$ cat config.mk
export PLATFORM = sky130hd
export DESIGN_NAME = master_port
export DESIGN_NICKNAME = d
export VERILOG_FILES = /design/src/rtl/master_port.sv
export SDC_FILE = /design/constraint.sdc
export NUM_CORES = 1
export LEC_CHECK = 0
export ABC_AREA = 0
export BUFFER_PORTS_ARGS = -buffer_cell sky130_fd_sc_hd__buf_4
export CORE_MARGIN = 4
export CORE_UTILIZATION = 40
export DETAILED_ROUTE_END_ITERATION = 16
export PLACE_DENSITY = 0.65
export RECOVER_POWER = 100
export SYNTH_ARGS = -nofsm -noshare
export SYNTH_HDL_FRONTEND = slang
export SYNTH_SLANG_ARGS = --single-unit
$ cat constraint.sdc
create_clock -name clk -period 1.6 [get_ports clk]
set_clock_uncertainty 0.1 [all_clocks]
set_input_delay 0.08 -clock clk [delete_from_list [all_inputs] [get_ports clk]]
set_output_delay 0.08 -clock clk [all_outputs]
set_load 0.03 [all_outputs]
$ cat src/rtl/master_port.sv
// master_port: bus-side initiator for the serial system bus.
//
// Takes one parallel read/write request from a master device, requests the
// bus from the arbiter, shifts the address (and write data) out LSB first,
// and for reads shifts the response back in and returns it in parallel.
// Split responses from the slave pause the read timeout; a slave that never
// answers is caught by the timeout and reported through derr.
//
// Ports
//   clk, rstn        clock (rising edge) and synchronous active-low reset
//   dreq/dmode/daddr/dwdata   device request and its payload
//   dready           port idle, request may be issued
//   ddone/derr       one-cycle completion pulse, derr=1 on read timeout
//   drdata           read data, valid with ddone, held until the next good read
//   mbreq/mbgrant    arbiter request / grant
//   mwdata/mmode/mvalid        serial address/write-data stream to the slave
//   srdata/svalid/sready/ssplit  serial read data and slave status
//   dbg_state        current FSM state, for observation only
//
// Device handshake: a request is taken on a rising edge where dready=1 and
// dreq=1; dmode/daddr/dwdata are sampled on that same edge. dreq while
// dready=0 is ignored (no queueing). Completion is a single-cycle ddone
// pulse; dready returns to 1 in the cycle after ddone.

module master_port #(
  parameter int ADDR_WIDTH = 12,
  parameter int DATA_WIDTH = 8,
  parameter int TIMEOUT    = 64
) (
  input  logic                  clk,
  input  logic                  rstn,
  input  logic                  dreq,
  input  logic                  dmode,
  input  logic [ADDR_WIDTH-1:0] daddr,
  input  logic [DATA_WIDTH-1:0] dwdata,
  output logic                  dready,
  output logic                  ddone,
  output logic                  derr,
  output logic [DATA_WIDTH-1:0] drdata,
  output logic                  mbreq,
  input  logic                  mbgrant,
  output logic                  mwdata,
  output logic                  mmode,
  output logic                  mvalid,
  input  logic                  srdata,
  input  logic                  svalid,
  input  logic                  sready,
  input  logic                  ssplit,
  output logic [2:0]            dbg_state
);

  localparam int MAXW = (ADDR_WIDTH > DATA_WIDTH) ? ADDR_WIDTH : DATA_WIDTH;
  localparam int CW   = $clog2(MAXW + 1);
  localparam int TW   = $clog2(TIMEOUT + 1);

  localparam logic [CW-1:0] ADDR_LAST = CW'(ADDR_WIDTH - 1);
  localparam logic [CW-1:0] DATA_LAST = CW'(DATA_WIDTH - 1);
  localparam logic [TW-1:0] TO_LAST   = TW'(TIMEOUT - 1);

  typedef enum logic [2:0] {
    IDLE  = 3'd0,
    REQ   = 3'd1,
    ADDR  = 3'd2,
    WDATA = 3'd3,
    RDATA = 3'd4,
    DONE  = 3'd5
  } state_t;

  state_t                state;
  logic                  mode_q;
  logic [ADDR_WIDTH-1:0] addr_sr;   // address, shifted right as bits go out
  logic [DATA_WIDTH-1:0] wdata_sr;  // write data, shifted right as bits go out
  logic [DATA_WIDTH-1:0] rbuf;      // read bits arrive LSB first, enter at the MSB
  logic [CW-1:0]         cnt;
  logic [TW-1:0]         tcnt;

  assign dbg_state = state;

  always_ff @(posedge clk) begin
    if (!rstn) begin
      state    <= IDLE;
      mode_q   <= 1'b0;
      addr_sr  <= '0;
      wdata_sr <= '0;
      rbuf     <= '0;
      cnt      <= '0;
      tcnt     <= '0;
      dready   <= 1'b1;
      ddone    <= 1'b0;
      derr     <= 1'b0;
      drdata   <= '0;
      mbreq    <= 1'b0;
      mwdata   <= 1'b0;
      mmode    <= 1'b0;
      mvalid   <= 1'b0;
    end else begin
      case (state)
        IDLE: begin
          if (dreq) begin
            mode_q   <= dmode;
            addr_sr  <= daddr;
            wdata_sr <= dwdata;
            mbreq    <= 1'b1;
            dready   <= 1'b0;
            state    <= REQ;
          end
        end

        REQ: begin
          // Grant alone is not enough: the slave must also be idle.
          // Address bit 0 goes out in the cycle right after this edge.
          if (mbgrant && sready) begin
            state   <= ADDR;
            cnt     <= '0;
            tcnt    <= '0;
            mvalid  <= 1'b1;
            mmode   <= mode_q;
            mwdata  <= addr_sr[0];
            addr_sr <= addr_sr >> 1;
          end
        end

        ADDR: begin
          if (cnt == ADDR_LAST) begin
            cnt <= '0;
            if (mode_q) begin
              // Write data follows the address with no gap in mvalid.
              state    <= WDATA;
              mwdata   <= wdata_sr[0];
              wdata_sr <= wdata_sr >> 1;
            end else begin
              state  <= RDATA;
              mvalid <= 1'b0;
              mwdata <= 1'b0;
            end
          end else begin
            cnt     <= cnt + 1'b1;
            mwdata  <= addr_sr[0];
            addr_sr <= addr_sr >> 1;
          end
        end

        WDATA: begin
          if (cnt == DATA_LAST) begin
            state  <= DONE;
            mvalid <= 1'b0;
            mwdata <= 1'b0;
            mbreq  <= 1'b0;
            ddone  <= 1'b1;
            derr   <= 1'b0;
          end else begin
            cnt      <= cnt + 1'b1;
            mwdata   <= wdata_sr[0];
            wdata_sr <= wdata_sr >> 1;
          end
        end

        RDATA: begin
          if (svalid) begin
            rbuf <= {srdata, rbuf[DATA_WIDTH-1:1]};
            if (cnt == DATA_LAST) begin
              // drdata only changes on a complete read, so a timeout
              // leaves the previous value visible.
              drdata <= {srdata, rbuf[DATA_WIDTH-1:1]};
              state  <= DONE;
              mbreq  <= 1'b0;
              ddone  <= 1'b1;
              derr   <= 1'b0;
            end else begin
              cnt <= cnt + 1'b1;
            end
          end else if (!ssplit) begin
            // Idle cycles accumulate over the whole read; split wait only
            // pauses the count, it never clears it.
            tcnt <= tcnt + 1'b1;
            if (tcnt == TO_LAST) begin
              state <= DONE;
              mbreq <= 1'b0;
              ddone <= 1'b1;
              derr  <= 1'b1;
            end
          end
        end

        DONE: begin
          ddone  <= 1'b0;
          derr   <= 1'b0;
          dready <= 1'b1;
          state  <= IDLE;
        end

        default: begin
          state <= IDLE;
        end
      endcase
    end
  end

endmodule
==> flow_summary.toml <==
[outcome]
status = "complete, but fails checks"
violations = "setup timing"

[worst_setup_path]
crit_cells = 8
worstPathArrival_ps = 1820
slowest_delay_ps = 330
crit_fanout = 12
crit_required_ps = 1750
endpoint_kind = "flop"
crit_path_start_kind = "flop"
crit_chain = "ha_4 -> nand3b_1 -> buf_6 -> nand2b_4 -> a31oi_4 -> buf_12 -> nor2_1 -> a211oi_1"
crit_path_top_delay_cell = "dfxtp_2"
critPathBufInv = 2
critical_path_class = "reg -> reg"
reg2reg_depth = 8
crit_family = "compound AO/OA/AOI/OAI gates"

[timing]
drv_slew = 0
fin_crit_ps = 1670
layout_setup_ws_ps = -69.0
hold_viol_final = 0
timing.final.crit_share_pct = 104
tightest_slew_ps = 520
setup_viol = 17
holdWs_ps = 14.3
max_freq_ghz = 0.599
maxSlewHeadroom_pct = 65.3
rsz0062_at_grt = "yes"

[logic_synthesis]
synthFlopType = "dfxtp_1"
synth_area_sq_um = 2690
synth_edf_count = 0
synth-async-reset-ratio_pct = 0
synth_top_area_cell = "dfxtp_1"
ys_seq_elements = 57
syn_area_per_cell_sq_um = 8.74
yosysSeqAreaShare_pct = 42.4
yosys-top-cells-area = "dfxtp_1, mux2i_1, nor2_1"
synth_nets = 339
synth_cell_type_count = 46
syn_inst = 308
yosysWarnings = 0
netlist.area_leader.share_pct = 42.4

[hold_path]
min_path_type = "in -> reg"
hold_depth = 3

[clocking]
cts_tree = "built"
numCtsBuffers = 9
cts.root.buffer_cell = "clkbuf_8"
clkSlewWorstSetupHoldPaths_ps = 70
cts_buffer_depth = 2
numClockSinks = 57
clock_latency_ps = 340
cts.htree.levels = 3

[floorplanning]
rows = 29
chipHeight_microns = 90.0
io_pins = 47
start_util_pct = 41.7
coreArea_sq_um = 6460
dieArea_sq_um = 8110
die_w_microns = 90.0

[global_routing]
grt_overflow = 0
antenna_found_initial = 0
grt_start_max_net_pins = 27
grt_pass1_vias = 2731
grtUsageTotal_pct = 18.4
grt_pass1_wl_microns = 12400

[route]
ant_nets = 0
via_per_inst = 5.39
routedWlPerCell_microns = 15.2
vias = 2639
dr.pass1.iters = 4
routed_wirelength_microns = 7460
drc = 0
drt_iter0_drc = 100

[placement]
dpl.hpwl_microns = 4700
io_buffers = 46
gp_congestion = 0.827
pre_cts_slack_ps = -142

[layout]
drive_gt1_share_pct = 36.3
utilization_pct = 63.4
syn2layout_area_growth_pct = 52.1
final_nets = 439
diodes = 0

[power]
pwr_density_cell_nw_per_um2 = 1250
ir_drop_v = 0.000745
finalPower_mw = 5.12
power_leakage_nw = 1.75

[run]
drv_cap = 0
==> cells in the mapped netlist (all sizes together), types with 4 or more instances <==
cell type	number
dfxtp	57
nor2	53
nand2	31
mux2i	29
a21oi	16
o21ai	13
a211oi	11
buf	11
clkbuf	9
a311oi	8
nand2b	8
nand3	8
xor2	6
nand4	4
nand4b	4
==> layout by cell type (no fill, tap or decap), drive strengths merged, types with 2 or more instances in the layout <==
| master | synthesis | final |
|---|---|---|
| a31oi | 2 | 2 |
| bufinv | 0 | 2 |
| nand4b | 4 | 4 |
| a211oi | 11 | 11 |
| or3 | 2 | 2 |
| xor2 | 6 | 6 |
| clkinv | 0 | 3 |
| a21o | 2 | 2 |
| o22ai | 3 | 3 |
| o21ai | 13 | 13 |
| nand2 | 31 | 31 |
| mux2i | 29 | 29 |
| a311oi | 8 | 8 |
| nand3 | 8 | 8 |
| a21oi | 16 | 16 |
| dlygate4sd3 | 0 | 17 |
| inv | 2 | 3 |
| xnor2 | 2 | 2 |
| and3 | 3 | 4 |
| nand3b | 3 | 3 |
| nor2b | 3 | 3 |
| nor3 | 2 | 2 |
| nand2b | 8 | 8 |
| dfxtp | 57 | 57 |
| buf | 11 | 76 |
| ha | 2 | 2 |
| clkbuf | 9 | 24 |
| nand4 | 4 | 4 |
| nor2 | 53 | 53 |
==> tightest hold or removal path: cells and delay by family <==
kind	cells	cell delay, ps
compound gates	1	190
buf+inv	1	80
mux	1	60
==> state kept, by name, indices dropped and copies added (netlist names) <==
signal / count
mbreq: 1
addr_sr: 12
dready: 1
drdata: 8
ddone: 1
tcnt: 7
wdata_sr: 8
mwdata: 1
mmode: 1
mode_q: 1
dbg_state: 3
mvalid: 1
rbuf: 7
cnt: 4
derr: 1
==> cell families (layout without fill, tap and decap cells) <==
| kind of cell | count (synthesis) | after routing | share of synthesized area [%] |
|---|---|---|---|
| fa+ha+maj | 2 | 2 | 0.929 |
| simple gates | 127 | 128 | 22.6 |
| compound gates | 63 | 63 | 16.6 |
| xor+xnor | 8 | 8 | 2.60 |
| buf+inv | 22 | 126 | 4.04 |
| flops | 57 | 57 | 42.4 |
| mux | 29 | 29 | 10.8 |
==> repair_timing <==
item | 4_1_cts | 5_1_grt
buffers inserted | 5 | 2
pin swaps | 2 | 15
hold buffers | 17 | 0
setup endpoints to repair | 35 | 42
resized for setup | 23 | 34
cloned | 2 | 1
hold endpoints to repair | 23 | 0
==> final timing paths <==
path / end / slack (ps) / from
max: addr_sr[4]$_SDFFE_PN0P_ / -70 / cnt[1]$_SDFFE_PN0P_
min: addr_sr[7]$_SDFFE_PN0P_ / 10 / daddr[7]
max reg2reg: addr_sr[4]$_SDFFE_PN0P_ / -70 / cnt[1]$_SDFFE_PN0P_
min reg2reg: wdata_sr[5]$_SDFFE_PN0P_ / 380 / wdata_sr[6]$_SDFFE_PN0P_
==> cell type report <==
cell class	instances	area [sq um]
multi-input cells	230	1710
repair buffers	108	902
well taps	77	96.3
clock buffers	9	124
inverters	2	7.51
fillers	572	2360
flip-flops and latches	57	1150
clock inverters	7	103
==> metal layers <==
metal  track usage, %  wire length (microns)
met5                0                      0
met4             10.7                    252
met3             4.34                    275
met2             30.8                   3690
met1             21.4                   3240
==> power breakdown <==
part,switching (mW),internal (mW)
Sequential,0.147,1.62
Clock,0.627,0.888
Combinational,0.903,0.937
==> through the flow <==
stage / cells / setup TNS [ps] / cell area (sq um)
floorplan: 308 / -541 / 2790
global placement: 447 / -847 / 3410
detailed placement: 447 / -1650 / 3410
CTS: 487 / -150 / 4000
global route: 490 / -2070 / 4100
finish: 490 / -431 / 4100
Note: power is estimated with default switching activity, not from simulation.
